### src/rtl/crc_pkg.sv
// Shared definitions for the CRC frame accumulator: FSM state encoding and
// default bus widths.
package crc_pkg;

    localparam int CRC_SIZE_DEF   = 8;
    localparam int FRAME_SIZE_DEF = 8;

    typedef enum logic [1:0] {
        ST_IDLE = 2'd0,
        ST_RUN  = 2'd1,
        ST_DONE = 2'd2
    } state_e;

endpackage

### src/rtl/crc_parallel.sv
// Combinational CRC update over one FRAME_SIZE-bit beat, MSB first, for a
// CRC whose active width is given by a contiguous low-order mask.
module crc_parallel #(
    parameter int CRC_SIZE   = 8,
    parameter int FRAME_SIZE = 8
) (
    input  logic [FRAME_SIZE-1:0] data_i,
    input  logic [CRC_SIZE-1:0]   crc_i,
    input  logic [CRC_SIZE-1:0]   poly_i,
    input  logic [CRC_SIZE-1:0]   size_i,
    output logic [CRC_SIZE-1:0]   crc_o
);

    logic [CRC_SIZE-1:0] top_bit;
    logic [CRC_SIZE-1:0] c;
    logic                fb;

    always_comb begin
        // Highest set bit of the mask marks the CRC's MSB position.
        top_bit = size_i ^ (size_i >> 1);
        c       = crc_i & size_i;
        fb      = 1'b0;
        for (int i = FRAME_SIZE - 1; i >= 0; i--) begin
            fb = data_i[i] ^ (|(c & top_bit));
            c  = ((c << 1) & size_i) ^ ({CRC_SIZE{fb}} & poly_i & size_i);
        end
        crc_o = c;
    end

endmodule

### src/rtl/crc_frame_accumulator.sv
// Frame-level CRC accumulator: seeds on start, folds one beat per accepted
// transfer and publishes the final CRC with a one-cycle crc_ready pulse.
module crc_frame_accumulator
    import crc_pkg::*;
#(
    parameter int CRC_SIZE   = CRC_SIZE_DEF,
    parameter int FRAME_SIZE = FRAME_SIZE_DEF,
    parameter int CNT_SIZE   = 16
) (
    input  logic                  clk,
    input  logic                  rst_n,
    input  logic [CRC_SIZE-1:0]   crc_poly,
    input  logic [CRC_SIZE-1:0]   crc_poly_size,
    input  logic                  crc_poly_wr,
    input  logic [CRC_SIZE-1:0]   crc_init,
    input  logic                  start,
    input  logic                  abort,
    input  logic [FRAME_SIZE-1:0] data_in,
    input  logic                  data_valid,
    input  logic                  data_last,
    output logic                  data_ready,
    output logic                  busy,
    output logic [CRC_SIZE-1:0]   crc_out,
    output logic                  crc_ready,
    output logic [CNT_SIZE-1:0]   beat_count
);

    state_e              state_q, state_d;
    logic [CRC_SIZE-1:0] crc_q, crc_d;
    logic [CRC_SIZE-1:0] crc_out_q, crc_out_d;
    logic [CRC_SIZE-1:0] poly_q, poly_d;
    logic [CRC_SIZE-1:0] size_q, size_d;
    logic [CNT_SIZE-1:0] cnt_q, cnt_d;
    logic [CRC_SIZE-1:0] crc_next;
    logic                xfer;

    function automatic logic [CNT_SIZE-1:0] sat_inc(input logic [CNT_SIZE-1:0] v);
        return (&v) ? v : v + {{(CNT_SIZE-1){1'b0}}, 1'b1};
    endfunction

    crc_parallel #(
        .CRC_SIZE   (CRC_SIZE),
        .FRAME_SIZE (FRAME_SIZE)
    ) u_crc_parallel (
        .data_i (data_in),
        .crc_i  (crc_q),
        .poly_i (poly_q),
        .size_i (size_q),
        .crc_o  (crc_next)
    );

    // Abort wins over a transfer presented in the same cycle.
    assign xfer = (state_q == ST_RUN) && data_valid && !abort;

    always_ff @(posedge clk or negedge rst_n) begin
        if (!rst_n) begin
            state_q   <= ST_IDLE;
            crc_q     <= '0;
            crc_out_q <= '0;
            poly_q    <= '0;
            size_q    <= '0;
            cnt_q     <= '0;
        end else begin
            state_q   <= state_d;
            crc_q     <= crc_d;
            crc_out_q <= crc_out_d;
            poly_q    <= poly_d;
            size_q    <= size_d;
            cnt_q     <= cnt_d;
        end
    end

    always_comb begin
        state_d = state_q;
        case (state_q)
            ST_IDLE: if (start) state_d = ST_RUN;
            ST_RUN: begin
                if (abort)                  state_d = ST_IDLE;
                else if (xfer && data_last) state_d = ST_DONE;
            end
            ST_DONE: state_d = ST_IDLE;
            default: state_d = ST_IDLE;
        endcase
    end

    always_comb begin
        poly_d    = poly_q;
        size_d    = size_q;
        crc_d     = crc_q;
        crc_out_d = crc_out_q;
        cnt_d     = cnt_q;
        if (state_q == ST_IDLE) begin
            if (crc_poly_wr) begin
                poly_d = crc_poly;
                size_d = crc_poly_size;
            end
            if (start) begin
                crc_d = crc_init;
                cnt_d = '0;
            end
        end
        if (xfer) begin
            crc_d = crc_next;
            cnt_d = sat_inc(cnt_q);
            if (data_last) crc_out_d = crc_next;
        end
    end

    always_comb begin
        busy       = (state_q == ST_RUN);
        data_ready = (state_q == ST_RUN);
        crc_ready  = (state_q == ST_DONE);
    end

    assign crc_out    = crc_out_q;
    assign beat_count = cnt_q;

endmodule

### config.mk
export PLATFORM = sky130hd
export DESIGN_NAME = crc_frame_accumulator
export DESIGN_NICKNAME = d
export VERILOG_FILES = /design/src/rtl/crc_pkg.sv /design/src/rtl/crc_parallel.sv /design/src/rtl/crc_frame_accumulator.sv
export SDC_FILE = /design/constraint.sdc
export NUM_CORES = 1
export LEC_CHECK = 0
export CORE_MARGIN = 3
export CORE_UTILIZATION = 35
export CTS_CLUSTER_SIZE = 8
export DETAILED_ROUTE_END_ITERATION = 12
export GPL_TIMING_DRIVEN = 0
export PLACE_DENSITY = 0.67
export SLEW_MARGIN = 20
export SYNTH_ARGS = -nofsm -noshare
export SYNTH_HDL_FRONTEND = slang
export SYNTH_HIERARCHICAL = 1
export SYNTH_SLANG_ARGS = --single-unit
export TNS_END_PERCENT = 20
### constraint.sdc
create_clock -name clk -period 18.16 [get_ports clk]
set_input_delay 5.448 -clock clk [delete_from_list [all_inputs] [get_ports clk]]
set_output_delay 5.448 -clock clk [all_outputs]
set_load 0.02 [all_outputs]
==> impl_summary.txt, run 1 <==
----------------------------------------------------
[Yosys]
  Post-synthesis instance total ... 583
  Cell with the most instances after synthesis ... sky130_fd_sc_hd__nand2_1
  Most area-consuming cells after synthesis ... sky130_fd_sc_hd__dfrtp_1, sky130_fd_sc_hd__mux2_2, sky130_fd_sc_hd__nand2_1
  Proportion of netlist area held by the largest area contributor ... 0.263
  Cell type with the largest total area after synthesis ... sky130_fd_sc_hd__dfrtp_1
  Commonest cells in the netlist ... sky130_fd_sc_hd__nand2_1, sky130_fd_sc_hd__dfrtp_1, sky130_fd_sc_hd__and3_1, sky130_fd_sc_hd__a21oi_1, sky130_fd_sc_hd__mux2_2
  Number of warnings issued by yosys ... 6
  Part of the Yosys area used for sequential elements ... 0.263
  Number of flops mapped to enable cells by yosys ... 0
  Synthesized flop and latch total ... 50
  Area of the mapped netlist ... 4770 um2
  Share of async-settable or async-resettable flops after synthesis ... 1.00
  Syn Nets ... 623
  Synth unique cells ... 81
  Syn avg cell area ... 8.17 um2
  Prevailing post-synth register cell ... sky130_fd_sc_hd__dfrtp_1

[STA]
  Final Skew ... 0.0101 ns
  Timing-limited maximum frequency ... 0.0653 GHz
  Final critical delay including setup and external delays ... 15.31 ns
  Setup Total Neg Slack ... 0 ns
  Slew of the pin with the lowest slew margin ... 0.751 ns
  Worst rel slew slack ... 0.498
  Unrepaired setup endpoints after global routing ... no
  Hold Fails Final Rpt ... 0
  Worst hold slack ... 0.496 ns
  Max-slew violations ... 0
  Final cycle utilization of the critical path ... 0.843
  Final Setup Violations ... 0

[Placement]
  GPL Wtd Cong ... 0.931
  Number of buffers inserted by port buffering ... 64
  Post-DP HPWL ... 11.5 mm

[Route]
  Number of remaining DRC errors ... 0
  Average wire length per cell after detail routing ... 18.7 um
  Routed via count ... 5060
  Iteration-0 DRC count of the detailed router ... 375
  Detailed-route vias per instance ... 6.08
  Number of iterations in the first detailed-routing pass ... 5
  Sum of routed wire length over all layers ... 15.5 mm
  Remaining antenna violation count ... 0

[Clock tree]
  Cells resized by post-CTS repair ... 0
  Register clock-pin slew on the reported worst setup and hold paths ... 0.07 ns
  Total number of clock tree sinks ... 50
  Number of buffers between clock root and the deepest sink ... 2
  Post-CTS setup buffers ... 0
  Clock Root Buffer ... sky130_fd_sc_hd__clkbuf_16
  Depth of the CTS H-tree ... 2
  Inserted Clock Buffers ... 5
  CTS tree ... done
  CTS hold repair buffers ... 0
  Clock latency on the worst-skew pair ... 0.29 ns

[Cells and area]
  Util after Layout ... 0.436
  Final nets ... 695
  Number of antenna cells inserted ... 0
  Layout-stage area growth over the synthesis result ... 21.7%
  Layout cells sized above 1 ... 0.123

[Worst setup path]
  Category of the worst setup path launch point ... primary input
  Top fanout value on the critical path ... 10
  Worst r2r dst ... crc_q[1]$_DFFE_PN0P_
  Startpoint of the worst-slack reg-to-reg timing path ... size_q[5]$_DFFE_PN0P_
  Max incr delay on CP ... 0.46 ns
  Critical Path End Type ... register
  R2R depth ... 40
  Cell with the largest stage delay on the worst path ... sky130_fd_sc_hd__clkdlybuf4s50_1
  Most prevalent standard cell on the critical path ... sky130_fd_sc_hd__and3_1
  Arrival time of the worst setup path ... 15.48 ns
  Required arrival time at the worst endpoint ... 18.33 ns
  Register-to-register setup slack ... 7.47 ns
  Worst setup path class ... in2reg

[Floorplanning]
  Width of the die ... 123 um
  Boundary pin count ... 66
  Area enclosed by the die boundary ... 15100 um2
  Starting density of the core ... 0.358
  Chip Height ... 123 um
  Core region area ... 13300 um2
  Row count ... 42

[Global routing]
  Number of antenna violations at the first check in global routing ... 0
  Via count of the first global-routing pass ... 5001
  Global-route wire length before repair ... 25.1 mm
  Total routing usage reported by global routing ... 0.207
  Maximum number of pins on one net before global-route repair ... 29
  Overflow left after global routing ... 0

[Worst hold path]
  Hold-critical path depth ... 2
  Hold Crit Endpoint ... crc_q[7]$_DFFE_PN0P_
  Hold/Removal Path Class ... reg2reg
  Hold Path Origin ... crc_q[7]$_DFFE_PN0P_

[Run]
  Count of maximum capacitance violations ... 0

[Power]
  Total power divided by cell area ... 186 nW/um2
  Worst VDD drop ... 0.0648 mV
  P_leak ... 2.33 nW

[Outcome]
  Status ... finished clean

----------------------------------------------------
[where the power goes]
part,total [mW],switching (mW),internal (mW)
registers,0.169,0.0310,0.138
clock network,0.0949,0.0431,0.0518
logic,0.814,0.487,0.327
total,1.08,0.561,0.517
[worst max-delay path by stage]
stage	startpoint	to	slack, ns	depth (start not counted)
6_report	data_in[7]	crc_q[1]$_DFFE_PN0P_	2.85	39
5_1_grt	data_in[7]	crc_q[1]$_DFFE_PN0P_	2.17	39
4_1_cts	data_in[7]	crc_q[1]$_DFFE_PN0P_	3.03	38
3_5_place_dp	data_in[7]	crc_out[4]$_DFFE_PN0P_	2.77	37
3_3_place_gp	data_in[7]	crc_out[4]$_DFFE_PN0P_	2.82	38
2_1_floorplan	data_in[7]	crc_out[1]$_DFFE_PN0P_	4.16	38
[final cells by class]
class / instances / area [um2]
flip-flops and latches: 50 / 1250
clock inverters: 3 / 25.0
plain buffers: 36 / 174
well taps: 176 / 220
fillers: 1290 / 7500
multi-input cells: 482 / 3280
clock buffers: 5 / 125
repair buffers: 65 / 663
inverters: 15 / 56.3
[critical path: cells and delay by family]
kind / cells / cell delay [ns]
AO/OA/AOI/OAI: 13 / 3.55
XOR/XNOR: 4 / 1.05
multiplexers: 3 / 0.93
AND/OR/NAND/NOR: 13 / 3.25
buffers and inverters: 6 / 1.25
[per-stage QoR]
step                power [mW]  worst slack [ns]  cells  area [um2]
floorplan                0.776              4.16    583        4770
detailed placement       0.961              2.77    824        5650
global route              1.16              2.17    832        5800
finish                    1.08              2.85    832        5800
CTS                       1.06              3.03    832        5800
global placement         0.946              2.82    823        5630
[cell usage in the layout (no fill, tap or decap), types with 7 or more instances in the layout]
cell	synthesis	layout
sky130_fd_sc_hd__a21oi_1	29	29
sky130_fd_sc_hd__dfrtp_1	50	50
sky130_fd_sc_hd__o21ai_1	9	9
sky130_fd_sc_hd__clkbuf_1	23	23
sky130_fd_sc_hd__nor2b_1	7	7
sky130_fd_sc_hd__nand4_1	7	7
sky130_fd_sc_hd__xnor2_1	16	16
sky130_fd_sc_hd__and2_1	8	8
sky130_fd_sc_hd__nand2b_1	14	14
sky130_fd_sc_hd__mux2_2	28	28
sky130_fd_sc_hd__inv_1	15	15
sky130_fd_sc_hd__a22oi_1	10	10
sky130_fd_sc_hd__a31oi_1	13	13
sky130_fd_sc_hd__nand2_1	78	78
sky130_fd_sc_hd__nor2_1	23	23
sky130_fd_sc_hd__buf_2	7	8
sky130_fd_sc_hd__and3_1	31	31
sky130_fd_sc_hd__xor2_1	20	20
sky130_fd_sc_hd__o21ai_0	17	17
sky130_fd_sc_hd__nor4_1	8	8
sky130_fd_sc_hd__nand3b_1	7	7
sky130_fd_sc_hd__nand3_1	20	20
sky130_fd_sc_hd__nor3_1	18	18
sky130_fd_sc_hd__clkdlybuf4s50_1	0	63
[state kept, by name, summed over array words and instances (netlist names)]
name and count:
crc_q 8, state_q 2, beat_count 16, crc_out 8, poly_q 8, size_q 8
[per-layer routing]
layer | up-vias | track usage | part of all wire
met1 | 2424 | 0.265 | 0.41
met4 | 0 | 0.0924 | 0.036
li1 | 2333 | - | -
met5 | - | 0 | 0
met3 | 52 | 0.0355 | 0.080
met2 | 251 | 0.342 | 0.47
[cell families (layout without fill, tap and decap cells)]
logic type	Yosys count	after routing	synth area share
AOI/OAI and AO/OA	148	148	0.224
adders and majority gates	1	1	0.00262
muxes	38	38	0.0882
and+or+nand+nor	259	259	0.308
xor gates and xnor gates	36	36	0.0662
buffers and inverters	51	124	0.0483
DFF	50	50	0.263
No activity file was read; power rests on OpenSTA's default activity.
==> run 2: changes to the inputs <==
clock period = 15.6 ns   (was 18.16 ns; I/O delays follow)
==> results of run 2 <==
Same layout as run 1 (identical final DEF). Status: finished clean.
Main changes from that run: setup slack after placement 2.77 ns -> 0.975 ns; setup slack after layout 2.85 ns -> 1.05 ns; register-to-register setup slack 7.47 ns -> 4.91 ns; total power 1.08 mW -> 1.25 mW; worst IR drop on VDD 0.0648 mV -> 0.0755 mV
